==> src/rtl/maxnet_pkg.sv <==
// Shared types and constants for the 4-neuron MAXNET sequencing controller.
// Used by the controller top and by its one-hot index decoder.
package maxnet_pkg;

    localparam int NUM_NEURONS = 4;

    typedef enum logic [2:0] {
        ST_IDLE   = 3'd0,
        ST_LOAD   = 3'd1,
        ST_CHECK  = 3'd2,
        ST_SUM    = 3'd3,
        ST_UPDATE = 3'd4,
        ST_DONE   = 3'd5
    } state_e;

    localparam logic [NUM_NEURONS-1:0] SEL_N0 = 4'b0001;
    localparam logic [NUM_NEURONS-1:0] SEL_N1 = 4'b0010;
    localparam logic [NUM_NEURONS-1:0] SEL_N2 = 4'b0100;
    localparam logic [NUM_NEURONS-1:0] SEL_N3 = 4'b1000;

    localparam logic [1:0] SLOT_LAST = 2'd3;

    function automatic logic [NUM_NEURONS-1:0] slot_sel(
        input logic [1:0] slot
    );
        logic [NUM_NEURONS-1:0] sel;
        sel = SEL_N0;
        case (slot)
            2'd0: sel = SEL_N0;
            2'd1: sel = SEL_N1;
            2'd2: sel = SEL_N2;
            2'd3: sel = SEL_N3;
            default: sel = SEL_N0;
        endcase
        return sel;
    endfunction

endpackage

==> src/rtl/maxnet_ctrl_onehot_idx.sv <==
// One-hot to binary index decoder with an exactly-one-set flag.
// Any vector that is not one-hot yields index 0 and o_one low.
module onehot_idx
    import maxnet_pkg::*;
(
    input  logic [NUM_NEURONS-1:0] i_vec,
    output logic [1:0]             o_idx,
    output logic                   o_one
);

    always_comb begin
        o_idx = 2'd0;
        o_one = 1'b0;
        case (i_vec)
            SEL_N0: begin
                o_idx = 2'd0;
                o_one = 1'b1;
            end
            SEL_N1: begin
                o_idx = 2'd1;
                o_one = 1'b1;
            end
            SEL_N2: begin
                o_idx = 2'd2;
                o_one = 1'b1;
            end
            SEL_N3: begin
                o_idx = 2'd3;
                o_one = 1'b1;
            end
            default: begin
                o_idx = 2'd0;
                o_one = 1'b0;
            end
        endcase
    end

endmodule

==> src/rtl/maxnet_ctrl.sv <==
// MAXNET controller: load, then CHECK/SUM/UPDATE iterations until one
// neuron survives, all die, or the iteration limit is reached.
module maxnet_ctrl
    import maxnet_pkg::*;
#(
    parameter logic [7:0] MAX_ITER = 8'd100
) (
    input  logic                   clk,
    input  logic                   rst_n,
    input  logic                   start,
    input  logic [NUM_NEURONS-1:0] nz_in,
    output logic                   ld_en,
    output logic [NUM_NEURONS-1:0] mux_sel,
    output logic                   mux_flag,
    output logic                   acc_clr,
    output logic                   acc_en,
    output logic [NUM_NEURONS-1:0] wr_en,
    output logic                   busy,
    output logic                   done,
    output logic [1:0]             winner,
    output logic                   no_winner,
    output logic                   timeout,
    output logic [7:0]             iter_cnt
);

    state_e     r_state;
    state_e     w_next;
    logic [1:0] r_slot;
    logic [7:0] r_iter;
    logic [1:0] r_winner;
    logic       r_no_win;
    logic       r_timeout;

    logic [1:0] w_idx;
    logic       w_one;
    logic       w_zero;
    logic       w_limit;
    logic       w_slot_last;
    logic       w_in_phase;

    onehot_idx u_idx (
        .i_vec (nz_in),
        .o_idx (w_idx),
        .o_one (w_one)
    );

    assign w_zero      = ~|nz_in;
    assign w_limit     = (r_iter == MAX_ITER);
    assign w_slot_last = (r_slot == SLOT_LAST);
    assign w_in_phase  = (r_state == ST_SUM) || (r_state == ST_UPDATE);

    always_ff @(posedge clk or negedge rst_n) begin
        if (!rst_n) begin
            r_state <= ST_IDLE;
        end else begin
            r_state <= w_next;
        end
    end

    always_comb begin
        w_next = r_state;
        unique case (r_state)
            ST_IDLE: begin
                if (start) begin
                    w_next = ST_LOAD;
                end
            end
            ST_LOAD: begin
                w_next = ST_CHECK;
            end
            ST_CHECK: begin
                if (w_one || w_zero || w_limit) begin
                    w_next = ST_DONE;
                end else begin
                    w_next = ST_SUM;
                end
            end
            ST_SUM: begin
                if (w_slot_last) begin
                    w_next = ST_UPDATE;
                end
            end
            ST_UPDATE: begin
                if (w_slot_last) begin
                    w_next = ST_CHECK;
                end
            end
            ST_DONE: begin
                w_next = ST_IDLE;
            end
            default: begin
                w_next = ST_IDLE;
            end
        endcase
    end

    // Slot wraps 3->0 between SUM and UPDATE, so each phase starts at 0.
    always_ff @(posedge clk or negedge rst_n) begin
        if (!rst_n) begin
            r_slot <= 2'd0;
        end else if (w_in_phase && !w_slot_last) begin
            r_slot <= r_slot + 2'd1;
        end else begin
            r_slot <= 2'd0;
        end
    end

    always_ff @(posedge clk or negedge rst_n) begin
        if (!rst_n) begin
            r_iter    <= 8'd0;
            r_winner  <= 2'd0;
            r_no_win  <= 1'b0;
            r_timeout <= 1'b0;
        end else begin
            if ((r_state == ST_IDLE) && start) begin
                r_iter    <= 8'd0;
                r_winner  <= 2'd0;
                r_no_win  <= 1'b0;
                r_timeout <= 1'b0;
            end
            if ((r_state == ST_UPDATE) && w_slot_last
                && (r_iter != 8'hFF)) begin
                r_iter <= r_iter + 8'd1;
            end
            if (r_state == ST_CHECK) begin
                if (w_one) begin
                    r_winner <= w_idx;
                end else if (w_zero) begin
                    r_no_win <= 1'b1;
                end else if (w_limit) begin
                    r_no_win  <= 1'b1;
                    r_timeout <= 1'b1;
                end
            end
        end
    end

    // acc_clr fires on every CHECK; clearing before DONE is harmless.
    always_comb begin
        ld_en    = 1'b0;
        mux_sel  = 4'b0000;
        mux_flag = 1'b0;
        acc_clr  = 1'b0;
        acc_en   = 1'b0;
        wr_en    = 4'b0000;
        done     = 1'b0;
        unique case (r_state)
            ST_IDLE: begin
            end
            ST_LOAD: begin
                ld_en = 1'b1;
            end
            ST_CHECK: begin
                acc_clr = 1'b1;
            end
            ST_SUM: begin
                mux_sel  = slot_sel(r_slot);
                mux_flag = 1'b1;
                acc_en   = 1'b1;
            end
            ST_UPDATE: begin
                mux_sel  = slot_sel(r_slot);
                mux_flag = 1'b1;
                wr_en    = slot_sel(r_slot);
            end
            ST_DONE: begin
                done = 1'b1;
            end
            default: begin
            end
        endcase
    end

    assign busy      = (r_state != ST_IDLE);
    assign winner    = r_winner;
    assign no_winner = r_no_win;
    assign timeout   = r_timeout;
    assign iter_cnt  = r_iter;

endmodule

==> config.mk <==
export PLATFORM = sky130hd
export DESIGN_NAME = maxnet_ctrl
export DESIGN_NICKNAME = d
export VERILOG_FILES = /design/src/rtl/maxnet_pkg.sv /design/src/rtl/maxnet_ctrl_onehot_idx.sv /design/src/rtl/maxnet_ctrl.sv
export SDC_FILE = /design/constraint.sdc
export NUM_CORES = 1
export LEC_CHECK = 0
export ABC_AREA = 0
export CAP_MARGIN = 0
export CORE_MARGIN = 2
export CORE_UTILIZATION = 42
export CTS_CLUSTER_SIZE = 14
export DETAILED_ROUTE_END_ITERATION = 6
export GPL_TIMING_DRIVEN = 0
export PLACE_DENSITY = 0.74
export SYNTH_ARGS = -nofsm -noshare
export SYNTH_HDL_FRONTEND = slang
export SYNTH_SLANG_ARGS = --single-unit
==> constraint.sdc <==
create_clock -name clk -period 1.5 [get_ports clk]
set_input_delay 0.375 -clock clk [delete_from_list [all_inputs] [get_ports clk]]
set_output_delay 0.375 -clock clk [all_outputs]
set_load 0.03 [all_outputs]
==> metrics.md, run 1 <==
| Metric | Value |
|---|---|
| Number of port buffers | 32 |
| Slew Limit Fails | 0 |
| Top_reg_cell synth | dfrtp_1 |
| Post-synth EDFFs | 0 |
| Worst VDD drop | 0.00144 V |
| Post-synth top area cell | dfrtp_1 |
| Crit Path Class | flop to output pin |
| Failing checks | setup timing |
| Run status | finished with violations |
| Synth Area per Inst | 9.80 sq um |
| Arrival time at the worst endpoint | 1.49 ns |
| Routed WL | 3200 microns |
| Global route overflow | 0 |
| WL/cell | 15.4 microns |
| Reg2Reg Setup Slack | -0.16 ns |
| Vias per Instance | 5.61 |
| Most frequent cell after synthesis | dfrtp_1 |
| CTS Buf Count | 3 |
| PwrDens | 1720 mW/mm^2 |
| Endpoints failing hold | 0 |
| Chip Height | 55.8 microns |
| Distinct cells, synth | 46 |
| Min Hold Slack | 0.493 ns |
| Crit-path cells | nor2b_4, and2_4, a21o_4, and2_4, buf_6 |
| Total of max-cap violations | 0 |
| Clk slew on worst S/H paths | 0.09 ns |
| Worst path most repeated cell | and2_4 |
| Share of cells above drive strength 1 | 60.5% |
| Leakage | 0.000921 uW |
| CP Max Fanout | 6 |
| Starting Density | 45.1% |
| Cell area after layout | 0.00195 sq mm |
| Clock Tree Buf Depth | 2 |
| Die ar. | 0.00311 sq mm |
| Post-route ant nets | 0 |
| WP buf/inv | 1 |
| Vias in the first global route | 1128 |
| Nets | 192 |
| Clk_skew | 0.0102 ns |
| Largest net degree at the start of global routing | 18 |
| CP endpoint kind | output pin |
| Largest stage delay, worst path | 0.44 ns |
| Hold Crit Class | flop to flop |
| Async S/R FF share, synth | 100% |
| Max frequency | 535 MHz |
| Flops & latches, synth | 17 |
| CTS tree | done |
| Top cells by count, synth | dfrtp_1, ha_1, inv_1, nand2_1, and3_1 |
| Gpl congestion | 0.796 |
| Clock latency on the worst-skew pair | 0.31 ns |
| CP startpoint kind | flop |
| FF/Latch Area | 439 sq um |
| Footprint of the multi-input gates | 827 sq um |
| Fin crit share | 125% |
| Area Growth Syn to Fin | 73.0% |
| Clock root cell | clkbuf_4 |
| Dpl ws | -0.674 ns |
| Synth top area cells | dfrtp_1, ha_1, and3_1 |
| Top cell type's share of synthesized area | 37.7% |
| Detailed placement HPWL | 1970 microns |
| Antenna violations before repair | 0 |
| Core Area | 0.00250 sq mm |
| H-tree depth | 1 |
| Placed instance area | 0.00157 sq mm |
| First-pass DRT Iterations | 4 |
| Inst Count DP | 177 |
| Placement Rows | 18 |
| CP required | 1.12 ns |
| Total track usage | 20.3% |
| RSZ-0062 raised after global routing | yes |
| Iteration-0 DRC Markers | 19 |
| Fill cells | 156 |
| Sequential fraction of the synthesis area | 37.7% |
| Post-layout min period | 1.87 ns |
| Final Total Pwr | 3360 uW |
| I/O pin count | 33 |
| N_diodes | 0 |
| CTS sink cnt | 17 |
| Worst Tran Pin Value | 0.774 ns |
| Die X | 55.8 microns |
| Worst Slack Setup Final | -0.369 ns |
| Setup-failing EPs final | 26 |
| Post-synth net total | 129 |
| Synth Instances | 115 |
| Slew HR | 48.3% |
| Layout Cells excl Fill | 207 |
| DRC | 0 |
| CP top delay family | flip-flops |
| Mapped Area | 0.00113 sq mm |
| Yosys warns | 0 |
| Slowest CP cell | dfrtp_2 |
| First-pass GRT wire length | 5020 microns |
| Via count | 1162 |
-- worst paths after layout --
| check | start | end | depth (start not counted) |
|---|---|---|---|
| max in group asynchronous | rst_n | r_state[2]$_DFFE_PN0P_ | 1 |
| worst min register to register | winner[0]$_DFF_PN0_ | winner[0]$_DFF_PN0_ | 1 |
| worst min-delay path | winner[0]$_DFF_PN0_ | winner[0]$_DFF_PN0_ | 1 |
| worst max-delay path | r_state[0]$_DFFE_PN0P_ | mux_sel[2] | 5 |
| min in group asynchronous | rst_n | no_winner$_DFF_PN0_ | 1 |
| worst max register to register | r_state[0]$_DFFE_PN0P_ | iter_cnt[7]$_DFFE_PN0P_ | 7 |
-- logic make-up (layout without fill, tap and decap cells) --
logic type | count (synthesis) | count (layout) | share of synthesized area (%)
AND/OR/NAND/NOR | 48 | 48 | 27.4
adder cells (fa/ha/maj) | 7 | 7 | 7.77
flip-flops | 17 | 17 | 37.7
buffers and inverters | 12 | 74 | 4.33
XOR/XNOR | 3 | 3 | 2.33
AO/OA/AOI/OAI | 26 | 26 | 18.6
multiplexers | 2 | 2 | 1.78
-- layer usage --
metal | global-route usage, % | up-vias | wire (microns)
li1 | - | 550 | -
met1 | 23.8 | 564 | 1310
met2 | 36.6 | 39 | 1670
met3 | 5.12 | 9 | 147
met4 | 5.44 | 0 | 71
met5 | 0 | - | 0
-- through the flow --
stage	TNS [ns]	util, %
after floorplan	-0.473	-
after global placement	-12.01	62.6
after detailed placement	-12.61	62.6
after CTS	-5.11	74.0
after global routing	-6.29	78.0
final	-4.86	78.0
-- timing repair --
action                                  in CTS  in global routing
endpoints found under the setup margin      38                 34
buffers inserted                            20                  7
cloned                                       0                  0
hold buffers                                 0                  0
hold endpoints to repair                     0                  0
gates resized for setup                    154                 27
pin swaps                                   16                  6
-- flip-flops by register name, indices dropped and copies added (netlist names) --
| register | flops |
|---|---|
| r_state | 3 |
| winner | 2 |
| no_winner | 1 |
| timeout | 1 |
| r_slot | 2 |
| iter_cnt | 8 |
-- area by class of cell --
type	instances	area share [%]
multi-input combinational	86	42.4
tap	30	1.92
sequential	17	22.5
timing repair buffer	59	28.0
clock buffer	3	1.15
buffer	4	2.31
inverter	7	1.48
clock inverter	1	0.257
-- cells in the final DEF, fill, tap and decap left out, types with 3 or more instances in the layout --
master and instances:
clkdlybuf4s15_2 5, o21ai_1 4, inv_2 4, a21oi_1 3
buf_6 19, clkbuf_4 3, dlygate4sd2_1 7, nand2_2 3
nand3_1 3, and3_4 3, ha_1 3, dfrtp_2 11
buf_4 23, and2_4 5, dfrtp_1 6, and3_1 3
buf_2 3, nand2_1 4, ha_4 3
-- report_power, final --
group	leakage, uW	switching (uW)	total, uW	internal [uW]
logic	0.000696	1160	2280	1120
clock network	0.0000177	157	256	99.8
registers	0.000207	193	826	632
total	0.000921	1510	3360	1850
(Power assumes the default switching activity.)
==> run 2: changes to the inputs <==
CORE_UTILIZATION = 46   (was 42)
PLACE_DENSITY = 0.77   (was 0.74)
SKIP_CTS_REPAIR_TIMING = 1   (was unset)
clock period = 1.8 ns   (was 1.5 ns; I/O delays follow)
==> run 2 against run 1 <==
  * The flow still finishes with violations (setup timing)
  * Non-clock buffer count is 22 lower
  * Sequential share of layout area is 3.3 points higher
  * Wire length is 13% lower
  * Register-to-register slack better by 0.26 ns
  * Critical endpoint is now acc_clr
==> metrics.md, run 2 (synthesis results as in run 1) <==
| Metric | Value |
|---|---|
| Worst Tran Pin Value | 0.800 ns (+0.0268 ns) |
| CTS sink cnt | 17 (unchanged) |
| Depth of the worst hold-timing path | 1 (unchanged) |
| Area Growth Syn to Fin | 46.9% |
| CP endpoint kind | output pin |
| Number of cells on the worst reg-to-reg path | 5 (-2) |
| Max frequency | 503 MHz |
| Global route overflow | 0 (unchanged) |
| Clk_skew | 0.00185 ns (-0.00831 ns) |
| Hold Crit Class | flop to flop |
| Hold Crit Start | winner[0]$_DFF_PN0_ |
| Worst Slack Setup Final | -0.189 ns (+0.180 ns) |
| Fill cells | 172 (+10%) |
| Most frequent cells in the layout | dlymetal6s2s_1, dfrtp_1, buf_6 |
| Inst Count DP | 175 (-1.1%) |
| Die ar. | 0.00286 sq mm (-8.1%) |
| Vias in the first global route | 930 (-18%) |
| CP top delay family | flip-flops |
| Seq pwr share | 28.9% (+4.3 points) |
| Core Area | 0.00225 sq mm (-9.8%) |
| Share of cells above drive strength 1 | 30.3% (-30 points) |
| Comb pwr share | 62.0% (-5.8 points) |
| Number of port buffers | 32 (unchanged) |
| Crit Reg-Reg Startpoint | r_state[1]$_DFFE_PN0P_ |
| Sw Share | 46.9% (+2.0 points) |
| CP Max Fanout | 7 (+1) |
| Post-layout min period | 1.99 ns |
| CP Launch Point | r_state[0]$_DFFE_PN0P_ |
| Number of flip-flops in the largest register | 8 (unchanged) |
| Clock root cell | clkbuf_4 |
| Total track usage | 20.0% (-0.30 points) |
| Antenna violations before repair | 0 (unchanged) |
| WL/cell | 15.2 microns (-1.5%) |
| Crit Path Class | flop to output pin |
| CTS tree | done |
| Vias per Instance | 5.75 (+2.5%) |
| CP required | 1.35 ns (+0.23 ns) |
| Clock power share | 9.1% (+1.5 points) |
| Gpl congestion | 0.780 (-1.9%) |
| NetSw | 1120 uW (-26%) |
| Clk slew on worst S/H paths | 0.11 ns (+0.02 ns) |
| Setup-failing EPs final | 10 (-62%) |
| Worst VDD drop | 0.00103 V (-29%) |
| Total of max-cap violations | 0 (unchanged) |
| Run status | finished with violations |
| Starting Density | 50.0% (+4.9 points) |
| Slew Limit Fails | 0 (unchanged) |
| Layout Cells excl Fill | 183 (-12%) |
| First-pass GRT wire length | 4170 microns (-17%) |
| Nets | 170 (-11%) |
| Slew HR | 46.5% (-1.8 points) |
| Detailed placement HPWL | 1970 microns (about the same) |
| Via count | 1053 (-9.4%) |
| Routed WL | 2780 microns (-13%) |
| Placement Rows | 17 (-1) |
| H-tree depth | 1 (unchanged) |
| Failing checks | setup timing |
| Cell area after layout | 0.00166 sq mm (-15%) |
| Iteration-0 DRC Markers | 22 (+3) |
| Min Hold Slack | 0.495 ns (+0.00168 ns) |
| Largest net degree at the start of global routing | 18 (unchanged) |
| I/O pin count | 33 (unchanged) |
| Crit-path cells | buf_4, or3b_4, inv_4, buf_6 |
| Setup tns final | -1.04 ns (+3.81 ns) |
| CTS Buf Count | 3 (unchanged) |
| First-pass DRT Iterations | 4 (unchanged) |
| Fin crit share | 110% |
| Placed instance area | 0.00150 sq mm (-4.4%) |
| Die X | 53.5 microns (-4.1%) |
| Largest stage delay, worst path | 0.46 ns (+0.02 ns) |
| Clock latency on the worst-skew pair | 0.29 ns (-0.02 ns) |
| Post-route ant nets | 0 (unchanged) |
| Endpoints failing hold | 0 (unchanged) |
| Slowest CP cell | dfrtp_2 |
| DRC | 0 (unchanged) |
| Arrival time at the worst endpoint | 1.54 ns (+0.05 ns) |
| N_diodes | 0 (unchanged) |
| Chip Height | 53.5 microns (-4.1%) |
| WP buf/inv | 3 (+2) |
| PwrDens | 1440 mW/mm^2 (-17%) |
| Dpl ws | -0.530 ns (+0.145 ns) |
| Internal power | 1260 uW (-32%) |
| CP startpoint kind | flop |
| Clock Tree Buf Depth | 2 (unchanged) |
| Leakage | 0.000989 uW (+7.4%) |
| Cell depth of the worst setup path | 4 (-1) |
| RSZ-0062 raised after global routing | yes |
-- run 2: changes by cell type in the layout (fill, tap and decap cells not counted), moves of 4 or more --
cell / previous run / this run
buf_4: 23 / 6
buf_6: 19 / 12
clkbuf_2: 0 / 4
clkdlybuf4s15_2: 5 / 0
dfrtp_1: 6 / 15
dfrtp_2: 11 / 2
dlygate4sd2_1: 7 / 0
dlymetal6s2s_1: 1 / 15
-- run 2: routing by layer --
metal	share of wire, %	GRT usage, %	up-vias
li1	-	-	501
met1	47	28.9	524
met2	49	30.9	26
met3	3.7	2.82	2
met4	0.47	5.56	0
met5	0	0	-
-- run 2: worst register-to-register path, delay by kind of cell, from the launching register on --
| kind | cells | cell delay, ns |
|---|---|---|
| DFF | 1 | 0.41 |
| and+or+nand+nor | 2 | 0.69 |
| AOI/OAI and AO/OA | 2 | 0.33 |
| buffers and inverters | 1 | 0.18 |
-- run 2: area by class of cell --
type | instances | area [sq um] | area share (%)
timing repair buffer | 37 | 394 | 23.8
tap | 28 | 35.0 | 2.11
inverter | 7 | 28.8 | 1.74
sequential | 17 | 428 | 25.8
buffer | 4 | 28.8 | 1.74
multi-input combinational | 86 | 716 | 43.2
clock buffer | 4 | 26.3 | 1.59
-- run 2: worst paths after layout --
kind | to | slack (ns)
max in group asynchronous | r_slot[0]$_DFF_PN0_ | 0.64
min | winner[0]$_DFF_PN0_ | 0.49
min reg2reg | winner[0]$_DFF_PN0_ | 0.49
max | acc_clr | -0.19
max reg2reg | winner[1]$_DFF_PN0_ | 0.10
min in group asynchronous | iter_cnt[7]$_DFFE_PN0P_ | 0.61
-- run 2: through the flow --
step | total power, uW | utilization [%]
after global routing | 2520 | 73.5
after global placement | 1960 | 66.4
after floorplan | 1480 | -
after detailed placement | 1990 | 66.4
final | 2380 | 73.5
after CTS | 2210 | 67.5
-- run 2: power by group through the flow --
stage	sequential, uW	clock, uW	combinational [uW]
after floorplan	821	0	657
after global placement	671	0	1280
after detailed placement	683	0	1310
after CTS	677	214	1320
after global routing	708	230	1580
final	688	216	1480
